--- config.mk ---
export PLATFORM = sky130hd
export DESIGN_NAME = rs_dep_scheduler
export DESIGN_NICKNAME = d
export VERILOG_FILES = /design/src/rtl/rs_dep_scheduler_pkg.sv /design/src/rtl/rs_dep_scheduler_prio_enc.sv /design/src/rtl/rs_dep_scheduler.sv
export SDC_FILE = /design/constraint.sdc
export NUM_CORES = 2
export LEC_CHECK = 0
export ABC_AREA = 1
export BUFFER_PORTS_ARGS = -buffer_cell sky130_fd_sc_hd__buf_2
export CAP_MARGIN = 10
export CORE_MARGIN = 2
export CORE_UTILIZATION = 55
export DETAILED_ROUTE_END_ITERATION = 7
export HOLD_SLACK_MARGIN = 0.05
export PLACE_DENSITY = 0.74
export SLEW_MARGIN = 20
export SYNTH_ARGS = -nofsm -noshare
export SYNTH_HDL_FRONTEND = slang
export SYNTH_SLANG_ARGS = --single-unit
--- constraint.sdc ---
create_clock -name clk -period 11.3 [get_ports clk]
set_input_delay 2.825 -clock clk [delete_from_list [all_inputs] [get_ports clk]]
set_output_delay 2.825 -clock clk [all_outputs]
set_load 0.01 [all_outputs]
--- src/rtl/rs_dep_scheduler_pkg.sv ---
// rs_dep_scheduler_pkg: shared core types and sizing for the reservation-station scheduler
package rs_dep_scheduler_pkg;
    localparam int NUM_FUS    = 4;
    localparam int RS_ENTRIES = 4;
    typedef struct packed {
        logic [7:0] op;
        logic [7:0] tag;
    } disp_packet_t;
endpackage

--- src/rtl/rs_dep_scheduler_prio_enc.sv ---
// rs_prio_enc: lowest-set-bit encoder giving one-hot, binary index (0 when none) and any
//   req    - request vector
//   onehot - lowest set bit of req isolated
//   idx    - index of that bit
//   any    - req has at least one bit set
module rs_prio_enc #(
    parameter int N  = 16,
    parameter int IW = (N > 1) ? $clog2(N) : 1
) (
    input  logic [N-1:0]  req,
    output logic [N-1:0]  onehot,
    output logic [IW-1:0] idx,
    output logic          any
);
    assign onehot = req & (~req + N'(1));
    assign any    = |req;
    always_comb begin
        idx = '0;
        for (int i = N - 1; i >= 0; i--)
            if (req[i]) idx = IW'(i);
    end
endmodule

--- src/rtl/rs_dep_scheduler.sv ---
// rs_dep_scheduler: unified reservation station with dependency-matrix wakeup and per-FU issue select
//   clk, rst                       - clock, synchronous active-high reset
//   flush                          - discard all entries, suppress issue this cycle
//   disp_valid/pkt/fu, dependency_mask - dispatch request, payload, FU channel, producer entries
//   rs_entry_idx, rs_full, rs_count    - allocation slot, full flag, occupancy
//   fu_ready, issue_valid/pkt/idx      - per-channel issue handshake and selected entry
module rs_dep_scheduler
    import rs_dep_scheduler_pkg::*;
#(
    parameter int ENTRIES = 16,
    parameter int NUM_FUS = rs_dep_scheduler_pkg::NUM_FUS
) (
    input  logic                                   clk,
    input  logic                                   rst,
    input  logic                                   flush,
    input  logic                                   disp_valid,
    input  disp_packet_t                           disp_pkt,
    input  logic [$clog2(NUM_FUS)-1:0]             disp_fu,
    input  logic [ENTRIES-1:0]                     dependency_mask,
    output logic [$clog2(ENTRIES)-1:0]             rs_entry_idx,
    output logic                                   rs_full,
    output logic [$clog2(ENTRIES+1)-1:0]           rs_count,
    input  logic [NUM_FUS-1:0]                     fu_ready,
    output logic [NUM_FUS-1:0]                     issue_valid,
    output disp_packet_t [NUM_FUS-1:0]             issue_pkt,
    output logic [NUM_FUS-1:0][$clog2(ENTRIES)-1:0] issue_idx
);
    localparam int IDXW = $clog2(ENTRIES);
    localparam int FUW  = $clog2(NUM_FUS);
    localparam int CNTW = $clog2(ENTRIES + 1);

    logic [ENTRIES-1:0] valid, ready, fire_vec, alloc_oh, new_dep;
    logic [ENTRIES-1:0] dep [ENTRIES];
    logic [FUW-1:0]     fu  [ENTRIES];
    disp_packet_t       pkt [ENTRIES];
    logic [IDXW-1:0]    alloc_idx;
    logic               alloc_any, accept;
    logic [NUM_FUS-1:0][ENTRIES-1:0] ch_oh;
    logic [NUM_FUS-1:0] ch_any;
    logic [CNTW-1:0]    n_fire;

    always_comb begin
        ready = '0;
        for (int i = 0; i < ENTRIES; i++)
            ready[i] = valid[i] && dep[i] == '0;
    end

    rs_prio_enc #(.N(ENTRIES), .IW(IDXW)) u_alloc (
        .req(~valid), .onehot(alloc_oh), .idx(alloc_idx), .any(alloc_any)
    );

    assign rs_full      = !alloc_any;
    assign rs_entry_idx = alloc_idx;

    for (genvar f = 0; f < NUM_FUS; f++) begin : g_ch
        logic [ENTRIES-1:0] req;
        always_comb begin
            req = '0;
            for (int i = 0; i < ENTRIES; i++)
                req[i] = ready[i] && fu[i] == FUW'(f);
        end
        rs_prio_enc #(.N(ENTRIES), .IW(IDXW)) u_sel (
            .req(req), .onehot(ch_oh[f]), .idx(issue_idx[f]), .any(ch_any[f])
        );
        assign issue_pkt[f] = pkt[issue_idx[f]];
    end

    assign issue_valid = ch_any & {NUM_FUS{!flush}};

    always_comb begin
        fire_vec = '0;
        n_fire   = '0;
        for (int f = 0; f < NUM_FUS; f++)
            if (issue_valid[f] && fu_ready[f]) fire_vec = fire_vec | ch_oh[f];
        for (int i = 0; i < ENTRIES; i++)
            n_fire = n_fire + CNTW'(fire_vec[i]);
    end

    assign accept = disp_valid && alloc_any && !flush;
    // producers issuing this edge are already satisfied; the free slot itself is never valid
    assign new_dep = dependency_mask & valid & ~fire_vec & ~alloc_oh;

    always_ff @(posedge clk) begin
        if (rst || flush) begin
            valid    <= '0;
            rs_count <= '0;
            for (int i = 0; i < ENTRIES; i++) dep[i] <= '0;
        end else begin
            valid    <= (valid & ~fire_vec) | (accept ? alloc_oh : '0);
            rs_count <= rs_count + CNTW'(accept) - n_fire;
            for (int i = 0; i < ENTRIES; i++)
                dep[i] <= (accept && alloc_oh[i]) ? new_dep : dep[i] & ~fire_vec;
        end
    end

    always_ff @(posedge clk) begin
        if (accept) begin
            fu[alloc_idx]  <= disp_fu;
            pkt[alloc_idx] <= disp_pkt;
        end
    end
endmodule

# After elaboration in Yosys (flattened, before gate mapping)
# Memory sizes are Yosys's and may differ from the RTL's.
# Cells that the tools add are included.
dict set report classes {
  n_bitwise 54
  n_addsub 22
  muxes 122
  n_eq_ne 48
  n_reduce_logical 142
}
# op count
set op_table {}
lappend op_table {{16-bit 2-to-1 mux} 37}
lappend op_table {{16-bit bitwise AND} 25}
lappend op_table {{4-bit 2-to-1 mux} 80}
lappend op_table {{16-bit logical NOT} 16}
lappend op_table {{16-bit inverter} 8}
lappend op_table {{1-bit logical AND} 102}
lappend op_table {{16-bit by 1-bit adder with 16-bit output, second input constant} 5}
lappend op_table {{16-bit OR reduction} 5}
lappend op_table {{2-bit equality test, second input constant} 32}
lappend op_table {{16-bit OR} 4}
lappend op_table {{5-bit by 1-bit adder with 5-bit output} 12}
lappend op_table {{2-bit by 1-bit equality test with 1-bit output, second input constant} 16}
lappend op_table {{2-bit logical NOT} 16}
lappend op_table {{1-bit OR} 16}
lappend op_table {{4-bit by 1-bit adder with 5-bit output} 1}
lappend op_table {{1-bit 2-to-1 mux} 5}
lappend op_table {{5-bit subtractor} 1}
lappend op_table {{3-bit by 1-bit adder with 4-bit output} 1}
lappend op_table {{4-bit bitwise AND} 1}
lappend op_table {{2-bit by 1-bit adder with 3-bit output} 1}
lappend op_table {{1-bit by 1-bit adder with 2-bit output} 1}
lappend op_table {{1-bit logical NOT} 2}
lappend op_table {{1-bit logical OR} 1}
dict set report word_totals {
  mem_count 3
  register_bits 21
  in_bits 42
  mem_bits_rw 544
}
# name depth width rd rd_clocked_by_memory_dff wr line
set memory_table {}
lappend memory_table {dep 16 16 16 0 16 rs_dep_scheduler.sv:33} ;# logic [ENTRIES-1:0] dep [ENTRIES];
lappend memory_table {pkt 16 16 4 0 1 rs_dep_scheduler.sv:35} ;# disp_packet_t pkt [ENTRIES];
lappend memory_table {fu 16 2 16 0 1 rs_dep_scheduler.sv:34} ;# logic [FUW-1:0] fu [ENTRIES];

# Logic depth before layout (Yosys ltp)
dict set report logic_depth {
  depth_word 29
  ltp_mapped 32
}

# By module
# A second synthesis with hierarchy kept.
dict set report unflattened {
  hier_cells 4664
  hier_area_um2 33893.8
}
# mod seq_area_each_um2 area_per_inst_um2 cells_each n_inst
set by_module_without_submodules {}
lappend by_module_without_submodules {rs_dep_scheduler 14193.6 32173.4 4304 1}
lappend by_module_without_submodules {rs_prio_enc 0.0 344.1 72 5}

# Worst setup path after synthesis
# Ideal clock, no wire load.
dict set report synth_timing {
  path_kind {input port to flip-flop}
  startpoint {in flush}
  endpoint {reg rs_count[4]}
  t_arrival_ns 7.610
  setup_time_ns 0.123
  path_slack_ns 3.567
  cell_stages 23
  path_buffers 2
  cell_sequence {clkbuf_1 inv_1 buf_1 nand4_1 inv_1 nand3_1 nand3_1 nor2_1 inv_1 fa_1 inv_1 ha_1 inv_1 fa_1 fa_1 fa_1 inv_1 ha_1 ha_1 fa_1 xnor2_1 o21ai_0 a21oi_1}
}
dict set report synth_between {
  elab_chain_len 26
}
# element line
set synth_lines {}
lappend synth_lines {{start: declaration} rs_dep_scheduler.sv:15} ;# input logic flush,
lappend synth_lines {{1-bit logical NOT} {rs_dep_scheduler.sv:68, rs_dep_scheduler.sv:79}}
lappend synth_lines {{4-bit bitwise AND} rs_dep_scheduler.sv:68} ;# assign issue_valid = ch_any & {NUM_FUS{!flush}};
lappend synth_lines {{1-bit logical AND} rs_dep_scheduler.sv:74} ;# if (issue_valid[f] && fu_ready[f]) fire_vec = fire_vec | ch_oh[f];
lappend synth_lines {{16-bit 2-to-1 mux} rs_dep_scheduler.sv:74}
lappend synth_lines {{16-bit OR} rs_dep_scheduler.sv:74}
lappend synth_lines {{16-bit 2-to-1 mux} rs_dep_scheduler.sv:74}
lappend synth_lines {{16-bit OR} rs_dep_scheduler.sv:74}
lappend synth_lines {{16-bit 2-to-1 mux} rs_dep_scheduler.sv:74}
lappend synth_lines {{16-bit OR} rs_dep_scheduler.sv:74}
lappend synth_lines {{16-bit 2-to-1 mux} rs_dep_scheduler.sv:74}
lappend synth_lines {{1-bit by 1-bit adder with 2-bit output} rs_dep_scheduler.sv:76} ;# n_fire = n_fire + CNTW'(fire_vec[i]);
lappend synth_lines {{2-bit by 1-bit adder with 3-bit output} rs_dep_scheduler.sv:76}
lappend synth_lines {{3-bit by 1-bit adder with 4-bit output} rs_dep_scheduler.sv:76}
lappend synth_lines {{4-bit by 1-bit adder with 5-bit output} rs_dep_scheduler.sv:76}
lappend synth_lines {{5-bit by 1-bit adder with 5-bit output (11 in a row)} rs_dep_scheduler.sv:76}
lappend synth_lines {{5-bit subtractor} rs_dep_scheduler.sv:90} ;# rs_count <= rs_count + CNTW'(accept) - n_fire;
lappend synth_lines {{end signal: assignment} rs_dep_scheduler.sv:90}
lappend synth_lines {{end: declaration} rs_dep_scheduler.sv:22} ;# output logic [$clog2(ENTRIES+1)-1:0] rs_count,
# Parallel ways exist; a longest one is shown, timed or not.
# A chain may end at the register's enable or synchronous reset.

==> metrics.sh <==
OVERFLOW_LEFT_AFTER_GLOBAL_ROUTING=0
TOTAL_SWITCHING_POWER_W=0.00110
GLOBALPLACE.CONGESTION=1.07
CPMAXSTAGEDELAYCELL='sky130_fd_sc_hd__nand2_4'
SEQ_POWER_SHARE_PCT=47.2
CLOCK_SINK_COUNT=565
TOTALWIRELENGTH_UM=171000
FINAL_PERIOD_MINUS_WORST_SETUP_SLACK_NS=9.22
POST_CTS_HOLD_BUFFER_COUNT=0
POST-SYNTH-TOP-AREA-FRACTION_PCT=22.1
COUNT_OF_BUFFERS_ADDED_BY_POST_CTS_TIMING_REPAIR_FOR_SETUP=0
TIMING.FINAL.SETUP_VIOLATIONS=0
FINAL_ANTENNA_NET_COUNT=0
VDD_IR_DROP_MAX_mV=0.119
CRITICAL_PATH_BUF_INV_COUNT=3
CPPEAKSTAGEDELAY_NS=0.96
GRT_SETUP_UNREPAIRED='false'
DRT-INITIAL-DRC-COUNT=7428
SETUP.WORST_PATH.START_CLASS='flip-flop'
ROUTED_WIRE_LENGTH_PER_INSTANCE_UM=24.4
MAPPEDNETLISTNETS=6161
FINAL_MIN_PERIOD_OVER_CLOCK_PERIOD_PCT=81.6
POWER_SHARE_OF_THE_COMBINATIONAL_GROUP_PCT=4.8
NUM_VIAS=44300
ASYNC_RESET_FF_SHARE_PCT=0
FINAL_CELLS=7018
NETSWITCHINGFRACTION_PCT=23.9
P_LEAK_nW=20.5
HPWL_UM=109000
SYNTH_COMMONEST_CELLS='2239 x sky130_fd_sc_hd__nand2_1, 1092 x sky130_fd_sc_hd__nand3_1, 557 x sky130_fd_sc_hd__nor2_1, 493 x sky130_fd_sc_hd__inv_1, 288 x sky130_fd_sc_hd__edfxtp_1'
NUMBER_OF_ANTENNA_VIOLATIONS_AT_THE_FIRST_CHECK_IN_GLOBAL_ROUTING=17
CLOCK_LATENCY_AT_THE_LATER_PIN_OF_THE_WORST_SKEW_PAIR_NS=0.64
TRITONCTS='yes'
INTERNAL_POWER_CONTRIBUTION_W=0.00350
FINALCLOCKSKEW_NS=0.0260
SHARE_CLK_OF_TOTAL_POWER_PCT=47.9
GRT_USAGE_PCT=45.3
FF2FF_PATH_DEPTH=28
CRITICAL-PATH-TOP-DELAY-FAMILY='simple AND/OR/NAND/NOR gates'
FINAL.FILL_COUNT=6793
TIMING_WORST_SETUP_PATH_TYPE='reg2out'
DIEWIDTH_UM=271
INITIAL_UTILIZATION_PCT=55.7
CTS_INSERTED_BUFFERS=66
WORST_SETUP_HOLD_PATH_CLK_SLEW_NS=0.06
SYN_AREA_PER_CELL_UM2=6.42
LAYOUT-DRIVE-GT1-SHARE_PCT=8.26
CORE_AREA_UM2=70100
FINAL_MAX_SLEW_VIOL_COUNT=0
HOLD_VIOL_FINAL=0
MAX_SLEW_MARGIN_PCT=14.3
TIMING.HOLD.WORST_PATH_DEPTH=2
SLEW_AT_THE_PIN_CLOSEST_TO_ITS_MAX_SLEW_LIMIT_NS=1.28
CP.REQUIRED_NS=8.48
LIBRARY_CELLS_USED_BY_SYNTHESIS=55
WORSTHOLDPATHTYPE='reg2reg'
REG2REG_LAUNCH_POINT='valid[0]'
CHIPHEIGHT_UM=271
YOSYSSEQAREASHARE_PCT=36.3
AREA_GROWTH_SYN_TO_LAYOUT_PCT=8.01
SYNTH.MOST_COMMON_CELL='sky130_fd_sc_hd__nand2_1'
POWER_PER_CELL_AREA_nW_PER_UM2=109
MAX_CLOCK_FREQ_MHz=108
SYNTH.CELL_AREA_UM2=39100
CRIT_TOP_CELL='sky130_fd_sc_hd__nand2_1'
SYNTH-EDFF-COUNT=288
POSTSYNTHREGISTERBITS=565
TIMING.HOLD.WORST_ENDPOINT='dep[0][85]'
SYNTH_FF_TYPE='sky130_fd_sc_hd__edfxtp_1'
CRITPATHCAPTURETYPE='output port'
POST_CTS_RESIZED=0
DETAIL_ROUTE.FIRST_PASS.ITERATIONS=7
GRT_START_MAX_NET_PINS=88
PLACED_INSTANCE_COUNT=6886
FIRST_GLOBAL_VIAS=40100
SYNTH_AREA_LEADER_CELL='sky130_fd_sc_hd__edfxtp_1'
CTS_ROOT_BUF='sky130_fd_sc_hd__clkbuf_16'
POST-ROUTE-DRC-COUNT=0
SYNTHESIS.INSTANCES=6090
CTSLONGESTPATHBUFFERS=3
MAX_CAP_VIOL_COUNT=0
TIMING.RR.END='rs_count[4]'
POST_DRT_VIA_CELL_RATIO=6.31
DIE-AREA_UM2=73200
OUTCOME='finished, final reports clean'
SYNTH.AREA.TOP_CELLS='sky130_fd_sc_hd__edfxtp_1 22%, sky130_fd_sc_hd__nand2_1 22%, sky130_fd_sc_hd__dfxtp_1 14%, sky130_fd_sc_hd__nand3_1 14%, sky130_fd_sc_hd__nor2_1 5.3%'
CORE.ROWCOUNT=97
YOSYSWARNINGCOUNT=0
WORSTPATHCELLLIST='inv_2 > nor3_1 > nand2_1 > nor2_1 > nand3_1 > nand3_1 > nand2_1 > nand2_1 > nand2_1 > nand2_1 > nand2_4 > nand2_4 > buf_4 > nand2_1 > o21ai_1 > nand2_1 > nand3_1 > nand3_1 > nand2_1 > buf_2'
FIN_SETUP_TNS_NS=0
WORST-PATH-MAX-FANOUT=73
HTREE_LEVELS=3
PORT-BUFFER-COUNT=135
BOUNDARYPINS=136
MIN_FROM='dep[0][85]'
ARRIVAL_NS=6.39
DESIGN.FINAL.NETS=6086
GRT_FIRST_PASS_WIRELENGTH_UM=252000
WORST-R2R-SETUP-SLACK_NS=3.33
worst reg2reg max path: cells and delay by family, from the launching register on:
family | cells | cell delay [ns]
XOR/XNOR | 1 | 0.21
flip-flops | 1 | 0.74
AND/OR/NAND/NOR | 12 | 3.08
buffers and inverters | 4 | 0.41
adder cells (fa/ha/maj) | 8 | 2.92
AO/OA/AOI/OAI | 3 | 0.54
layout make-up:
class | instances | area, um^2 | area share [%]
clock inverter | 36 | 344 | 0.815
timing repair buffer | 209 | 1230 | 2.92
antenna | 11 | 27.5 | 0.0652
multi-input combinational | 4635 | 21400 | 50.6
sequential | 565 | 14200 | 33.6
inverter | 538 | 2030 | 4.81
tap | 940 | 1180 | 2.79
clock buffer | 84 | 1830 | 4.34
power by group through the flow:
stage          clock network [W]  logic, W  registers [W]
3_3_place_gp                   0  0.000218        0.00222
6_report                 0.00220  0.000223        0.00217
5_1_grt                  0.00228  0.000242        0.00217
2_1_floorplan                  0  0.000131        0.00221
4_1_cts                  0.00220  0.000218        0.00217
3_5_place_dp                   0  0.000217        0.00222
metal layers:
metal  track usage (%)  wire, um  up-vias  share of wire [%]
met2              68.4     72600     3611                 42
met3              11.1     23600      949                 14
li1                  -         -    19800                  -
met5                 0        69        -              0.040
met1              55.9     59500    19900                 35
met4              34.2     15200       10                8.9
sequential cells by signal, summed over array words and instances (netlist names):
register and count:
pkt 256, rs_count 5, valid 16, fu 32, dep 256
layout by cell type, fill, tap and decap left out, types with 6 or more instances in the layout:
| cell | instances |
|---|---|
| sky130_fd_sc_hd__inv_2 | 36 |
| sky130_fd_sc_hd__o21ai_2 | 13 |
| sky130_fd_sc_hd__ha_1 | 15 |
| sky130_fd_sc_hd__buf_2 | 135 |
| sky130_fd_sc_hd__fa_1 | 14 |
| sky130_fd_sc_hd__o21ai_0 | 147 |
| sky130_fd_sc_hd__nand3_1 | 1091 |
| sky130_fd_sc_hd__a21oi_1 | 58 |
| sky130_fd_sc_hd__nor2_4 | 16 |
| sky130_fd_sc_hd__o21ai_1 | 53 |
| sky130_fd_sc_hd__inv_1 | 492 |
| sky130_fd_sc_hd__nand4_1 | 118 |
| sky130_fd_sc_hd__nor4_1 | 6 |
| sky130_fd_sc_hd__diode_2 | 11 |
| sky130_fd_sc_hd__nor2_2 | 31 |
| sky130_fd_sc_hd__clkinv_2 | 19 |
| sky130_fd_sc_hd__nor2_1 | 547 |
| sky130_fd_sc_hd__nor3_2 | 7 |
| sky130_fd_sc_hd__nand2_4 | 8 |
| sky130_fd_sc_hd__buf_4 | 73 |
| sky130_fd_sc_hd__dfxtp_1 | 277 |
| sky130_fd_sc_hd__o21bai_1 | 7 |
| sky130_fd_sc_hd__clkinv_1 | 9 |
| sky130_fd_sc_hd__clkbuf_16 | 67 |
| sky130_fd_sc_hd__o2111ai_1 | 46 |
| sky130_fd_sc_hd__o22ai_1 | 35 |
| sky130_fd_sc_hd__o211ai_1 | 25 |
| sky130_fd_sc_hd__a21oi_4 | 7 |
| sky130_fd_sc_hd__nand2_1 | 2239 |
| sky130_fd_sc_hd__edfxtp_1 | 288 |
| sky130_fd_sc_hd__a21oi_2 | 13 |
| sky130_fd_sc_hd__nand3b_1 | 13 |
| sky130_fd_sc_hd__o211ai_2 | 10 |
| sky130_fd_sc_hd__clkbuf_1 | 8 |
| sky130_fd_sc_hd__nor3_1 | 57 |
| sky130_fd_sc_hd__nor3_4 | 9 |
| sky130_fd_sc_hd__clkbuf_8 | 9 |
stage by stage:
stage               worst slack, ns  power, W  cell area, um^2  util, %  hold slack [ns]
detailed placement             2.68   0.00243            40000     57.0            0.429
finish                         2.08   0.00460            42200     60.2            0.440
global route                   2.02   0.00469            42200     60.2            0.465
global placement               2.31   0.00243            40000     57.0            0.428
CTS                            2.53   0.00459            42200     60.1            0.440
floorplan                      3.57   0.00235            39100        -            0.418
cell families after synthesis:
| group | synth area share, % |
|---|---|
| flip-flops | 36.3 |
| XOR/XNOR | 0.112 |
| AND/OR/NAND/NOR | 45.9 |
| buffers and inverters | 9.62 |
| adder cells (fa/ha/maj) | 1.20 |
| AO/OA/AOI/OAI | 6.82 |
worst max-delay path by stage:
stage / startpoint / to / slack, ns / depth (start not counted)
finish: valid[11] / issue_pkt[20] / 2.08 / 20
global route: valid[11] / issue_pkt[20] / 2.02 / 20
CTS: valid[0] / issue_pkt[35] / 2.53 / 14
detailed placement: flush / rs_count[4] / 2.68 / 22
global placement: flush / rs_count[4] / 2.31 / 22
floorplan: flush / rs_count[4] / 3.57 / 23
Note: power is estimated with default switching activity, not from simulation.
